<file path="src/rtl/fpmult_unpack_module_if.sv">
// Operand/result handshake bundle for the multiplier front-end unpacker.
// The slave modport is the unpacker's view; master is the source/consumer side.
interface fpmult_unpack_module_if;
  logic        in_valid;
  logic        in_ready;
  logic [31:0] a;
  logic [31:0] b;
  logic        out_valid;
  logic        out_ready;
  logic        sa;
  logic        sb;
  logic        sgn;
  logic [8:0]  ea;
  logic [8:0]  eb;
  logic [23:0] ma;
  logic [23:0] mb;
  logic [3:0]  ca;
  logic [3:0]  cb;

  modport slave (
    input  in_valid, a, b, out_ready,
    output in_ready, out_valid, sa, sb, sgn, ea, eb, ma, mb, ca, cb
  );

  modport master (
    output in_valid, a, b, out_ready,
    input  in_ready, out_valid, sa, sb, sgn, ea, eb, ma, mb, ca, cb
  );
endinterface

</file>
<file path="src/rtl/fpmult_unpack_module.sv">
// Two-stage unpacker: S1 captures raw IEEE-754 operands, S2 holds decoded
// sign/exponent/mantissa/class fields and drives the outputs.
module fpmult_unpack_module #(
  parameter bit FLUSH_DENORM = 1'b1
) (
  input logic                   clk,
  input logic                   rst,
  fpmult_unpack_module_if.slave bus
);

  typedef struct packed {
    logic        s;
    logic [8:0]  e;
    logic [23:0] m;
    logic [3:0]  c;   // [0] zero, [1] denormal, [2] infinity, [3] NaN
  } fieldT;

  function automatic fieldT decode(input logic [31:0] x);
    fieldT      f;
    logic [7:0] ex;
    logic [22:0] fr;
    ex  = x[30:23];
    fr  = x[22:0];
    f.s = x[31];
    f.e = {1'b0, ex};
    f.m = {1'b1, fr};
    f.c = 4'b0000;
    if (ex == 8'hFF) begin
      f.c = (fr == 23'd0) ? 4'b0100 : 4'b1000;
    end else if (ex == 8'h00) begin
      if (fr == 23'd0) begin
        f.e = 9'd0;
        f.m = 24'd0;
        f.c = 4'b0001;
      end else if (FLUSH_DENORM) begin
        f.e = 9'd0;
        f.m = 24'd0;
        f.c = 4'b0011;
      end else begin
        // Denormals carry the true exponent 1 with no hidden bit.
        f.e = 9'd1;
        f.m = {1'b0, fr};
        f.c = 4'b0010;
      end
    end
    return f;
  endfunction

  logic        s1Valid;
  logic [31:0] s1A;
  logic [31:0] s1B;
  logic        s2Valid;
  fieldT       s2A;
  fieldT       s2B;
  logic        s1Load;
  logic        s2Load;
  logic        inReady;

  // NOTE: combinational blocks assign every output unconditionally so no latch is inferred.
  always_comb begin
    s2Load  = s1Valid && (!s2Valid || bus.out_ready);
    inReady = !s1Valid || s2Load;
    s1Load  = bus.in_valid && inReady;
  end

  // NOTE: sequential state uses non-blocking assignments so every register samples pre-edge values.
  always_ff @(posedge clk) begin
    if (rst) begin
      // NOTE: data registers are cleared too, because the outputs must read zero after reset.
      s1Valid <= 1'b0;
      s1A     <= '0;
      s1B     <= '0;
      s2Valid <= 1'b0;
      s2A     <= '0;
      s2B     <= '0;
    end else begin
      if (s1Load) begin
        s1A <= bus.a;
        s1B <= bus.b;
      end
      s1Valid <= s1Load || (s1Valid && !s2Load);
      if (s2Load) begin
        s2A <= decode(s1A);
        s2B <= decode(s1B);
      end
      s2Valid <= s2Load || (s2Valid && !bus.out_ready);
    end
  end

  assign bus.in_ready  = inReady;
  assign bus.out_valid = s2Valid;
  assign bus.sa        = s2A.s;
  assign bus.sb        = s2B.s;
  assign bus.sgn       = s2A.s ^ s2B.s;
  assign bus.ea        = s2A.e;
  assign bus.eb        = s2B.e;
  assign bus.ma        = s2A.m;
  assign bus.mb        = s2B.m;
  assign bus.ca        = s2A.c;
  assign bus.cb        = s2B.c;

endmodule

</file>
<file path="src/flat_wrapper.sv">
// flat-port wrapper written by rule: the top's interface ports become plain ports
module fpmult_unpack_module_flat 
#(
  parameter bit FLUSH_DENORM = 1'b1
)
  (clk, rst, bus_in_valid, bus_a, bus_b, bus_out_ready, bus_in_ready, bus_out_valid, bus_sa, bus_sb, bus_sgn, bus_ea, bus_eb, bus_ma, bus_mb, bus_ca, bus_cb);
  fpmult_unpack_module_if bus_i ();
  input logic clk;
  input logic rst;
  input wire logic [$bits(bus_i.in_valid)-1:0] bus_in_valid;
  input wire logic [$bits(bus_i.a)-1:0] bus_a;
  input wire logic [$bits(bus_i.b)-1:0] bus_b;
  input wire logic [$bits(bus_i.out_ready)-1:0] bus_out_ready;
  output wire logic [$bits(bus_i.in_ready)-1:0] bus_in_ready;
  output wire logic [$bits(bus_i.out_valid)-1:0] bus_out_valid;
  output wire logic [$bits(bus_i.sa)-1:0] bus_sa;
  output wire logic [$bits(bus_i.sb)-1:0] bus_sb;
  output wire logic [$bits(bus_i.sgn)-1:0] bus_sgn;
  output wire logic [$bits(bus_i.ea)-1:0] bus_ea;
  output wire logic [$bits(bus_i.eb)-1:0] bus_eb;
  output wire logic [$bits(bus_i.ma)-1:0] bus_ma;
  output wire logic [$bits(bus_i.mb)-1:0] bus_mb;
  output wire logic [$bits(bus_i.ca)-1:0] bus_ca;
  output wire logic [$bits(bus_i.cb)-1:0] bus_cb;
  assign bus_i.in_valid = bus_in_valid;
  assign bus_i.a = bus_a;
  assign bus_i.b = bus_b;
  assign bus_i.out_ready = bus_out_ready;
  assign bus_in_ready = bus_i.in_ready;
  assign bus_out_valid = bus_i.out_valid;
  assign bus_sa = bus_i.sa;
  assign bus_sb = bus_i.sb;
  assign bus_sgn = bus_i.sgn;
  assign bus_ea = bus_i.ea;
  assign bus_eb = bus_i.eb;
  assign bus_ma = bus_i.ma;
  assign bus_mb = bus_i.mb;
  assign bus_ca = bus_i.ca;
  assign bus_cb = bus_i.cb;
  fpmult_unpack_module #(.FLUSH_DENORM(FLUSH_DENORM)) u_core (.clk(clk), .rst(rst), .bus(bus_i));
endmodule
</file>
<file path="config.mk">
export PLATFORM = sky130hd
export DESIGN_NAME = fpmult_unpack_module_flat
export DESIGN_NICKNAME = d
export VERILOG_FILES = /design/src/rtl/fpmult_unpack_module_if.sv /design/src/rtl/fpmult_unpack_module.sv /design/src/flat_wrapper.sv
export SDC_FILE = /design/constraint.sdc
export NUM_CORES = 1
export LEC_CHECK = 0
export ABC_CLOCK_PERIOD_IN_PS = 1400
export CORE_MARGIN = 2
export CORE_UTILIZATION = 42
export DETAILED_ROUTE_END_ITERATION = 7
export PLACE_DENSITY = 0.75
export SKIP_LAST_GASP = 1
export SLEW_MARGIN = 30
export SYNTH_ARGS = -nofsm -noshare
export SYNTH_HDL_FRONTEND = slang
export SYNTH_SLANG_ARGS = --single-unit
</file>
<file path="constraint.sdc">
create_clock -name clk -period 1.4 [get_ports clk]
set_input_delay 0.28 -clock clk [delete_from_list [all_inputs] [get_ports clk]]
set_output_delay 0.28 -clock clk [all_outputs]
set_load 0.02 [all_outputs]
</file>
==> reports/results.tsv <==
metric	value	unit
FF-to-FF End	u_core.bus.mb[23]	
Synth top area share	0.566	
sequential-to-total area share from yosys stat	0.566	
outcome	finished with violations	
wire per inst	16.6	µm
critical path's largest stage delay	0.35	ns
unrepaired setup endpoints after global routing	yes	
final hold violations	0	
Clock Skew	0.0102	ns
later-pin clock latency in the skew report	0.42	ns
core area	11500	µm²
H-Tree Depth	4	
Worst-path clk slew	0.06	ns
final setup vio count	5	
Synth area leaders	dfxtp_1 (57%), nand2_1 (16%), a21oi_1 (11%)	
Worst Hold Path EP	u_core.bus.ma[3]	
Worst VDD drop	0.637	mV
final slew viol count	0	
mean area per synthesized cell	8.15	µm²
hold bufs inserted after CTS	0	
vias in the first global route	4796	
Reg2Reg Depth	5	
Design Power	9.83	mW
Synth Area in Adders	0	
crit-path max FO	6	
Area growth syn-to-layout	57.1	%
cell chain of the critical path	nor4_4, nand4_1, nand2b_4, clkbuf_16, nor2_2	
YS warnings	0	
Max Clock Freq	710	MHz
Pre-antenna DRT Iters	8	
number of max-cap violations	0	
min Tclk post-route	1.41	ns
largest family of logic cells by synthesized area	simple AND/OR/NAND/NOR gates	
kind of critical path	flop to flop	
Synth area leader	dfxtp_1	
antenna violations before repair	1	
post-route clock period utilization	1.01	
io pins	147	
simple-gate portion of the synthesized area	0.230	
via count	5025	
Final GP Congestion	0.872	
die area	12700	µm²
clock sinks	140	
GRT Total Usage	0.232	
Finished Core Util	0.678	
Worst Path Required	1.71	ns
Synth Area in Compound Gates	0.160	
Crit. End Element	flop	
CTS Buf Count	17	
Hold Crit Depth	2	
commonest non-fill, non-tap cell in the layout	nand2_1	
dpl hpwl	9780	µm
# nets final	858	
Leak	3.10	nW
die height	113	µm
Critical R2R Launch	u_core.s1B[30]	
grt ovf	0	
row count	39	
number of port buffers	144	
Initial DRC Count	307	
Yosys cell types	25	
die width	113	µm
slowest cell on the critical path	dfxtp_4	
DR vias/cell	5.31	
critical path startpoint category	flop	
largest net degree at the start of global routing	41	
Post-Syn Area	4950	µm²
wire length of the first global-routing pass	23400	µm
multiplexer area fraction after synthesis	0	
most frequent cells in the layout	nand2_1 (214), dfxtp_1 (123), a21oi_1 (96)	
Yosys reg bits	140	
n_diodes	0	
Fin Hold WS	0.227	ns
Critical Path AT	1.72	ns
WL final	15700	µm
hold crit path type	primary input to flop	
xor-xnor portion of the synthesized cell area	0.00177	
worst setup margin	-0.00904	ns
Cells after Synth	608	
share of layout cells above drive strength 1	0.219	
initial core utilization	0.432	
CTS Buffer Depth	2	
# DRC	0	
worst reg-to-reg setup slack	-0.009	ns
Post-DRT Antenna Nets	0	
Clock Root Buffer	clkbuf_16	
TritonCTS clock tree	built	
pwr dens	1260	nW/µm²
hold path startpoint	rst	
failing checks	setup timing	
## sequential cells by signal, indices dropped and copies added (netlist names), 4 cells and up
signal and cells:
u_core.bus.ma 24, u_core.bus.eb 8, u_core.bus.ca 4, u_core.bus.cb 4, u_core.s1A 32, u_core.s1B 32, u_core.bus.ea 8, u_core.bus.mb 24
## worst max path at each step
stage | endpoint | startpoint | slack (ns) | cells past startpoint
floorplan | u_core.s1B[26] | u_core.bus.out_valid | 0.007 | 5
global placement | bus_in_ready | bus_out_ready | -0.38 | 3
detailed placement | u_core.bus.ca[1] | bus_out_ready | -0.42 | 5
CTS | bus_sgn | u_core.bus.sb | -0.15 | 2
global route | u_core.bus.cb[2] | bus_out_ready | -0.09 | 6
finish | u_core.bus.mb[23] | u_core.s1B[30] | -0.009 | 5
## worst max-delay path: cells and delay by family (launching register included)
family        cells  cell delay (ns)
buf+inv           1             0.19
flops             1             0.35
simple gates      4             0.75
## routing by layer
layer,track usage,up-vias,part of all wire
met4,0.0707,2,0.0069
met5,0,-,0.00083
met3,0.0821,14,0.092
met1,0.270,2350,0.38
li1,-,2395,-
met2,0.401,264,0.52
## final cells by class
| type | count | area (µm²) |
|---|---|---|
| flip-flops and latches | 140 | 2830 |
| multi-input cells | 424 | 2190 |
| clock inverters | 14 | 148 |
| well taps | 143 | 179 |
| inverters | 2 | 7.51 |
| repair buffers | 205 | 1990 |
| fillers | 913 | 3690 |
| clock buffers | 18 | 429 |
## synth_stat cells
cell	instances
a22oi_1	23
nor3_1	3
clkbuf_1	19
nand4_1	7
o41ai_1	1
a21oi_2	1
nand3b_1	3
conb_1	1
a22o_1	4
buf_4	4
buf_1	1
nor2b_1	1
a21oi_1	109
xor2_1	1
dfxtp_1	140
nor2_1	31
nand2_1	216
buf_2	19
nand2b_1	2
o31ai_1	1
inv_2	1
a211oi_2	1
nor4_1	16
or2_2	2
inv_1	1
## metrics by stage
stage	area [µm²]	worst slack, ns	std cells	TNS [ns]
2_1_floorplan	4960	0.00653	609	0
3_3_place_gp	6880	-0.383	903	-35.33
3_5_place_dp	6880	-0.420	903	-40.05
4_1_cts	7480	-0.152	936	-1.64
5_1_grt	7780	-0.0930	946	-1.97
6_report	7780	-0.00904	946	-0.0225
## kinds of logic (layout without fill, tap and decap cells)
logic type | count (synthesis) | count (layout)
AO/OA/AOI/OAI | 140 | 140
XOR/XNOR | 1 | 1
buffers and inverters | 45 | 239
flip-flops | 140 | 140
other | 1 | 2
AND/OR/NAND/NOR | 281 | 281
## power by group
part | total, mW | internal [mW] | switching (mW)
logic | 1.20 | 0.594 | 0.609
registers | 4.28 | 4.15 | 0.134
clock network | 4.34 | 2.62 | 1.72
## what timing repair did
action	CTS	global route
gates cloned	1	6
setup endpoints to repair	121	134
pin swaps	5	11
buffers inserted	0	4
resized for setup	117	110
(Power assumes the default switching activity.)
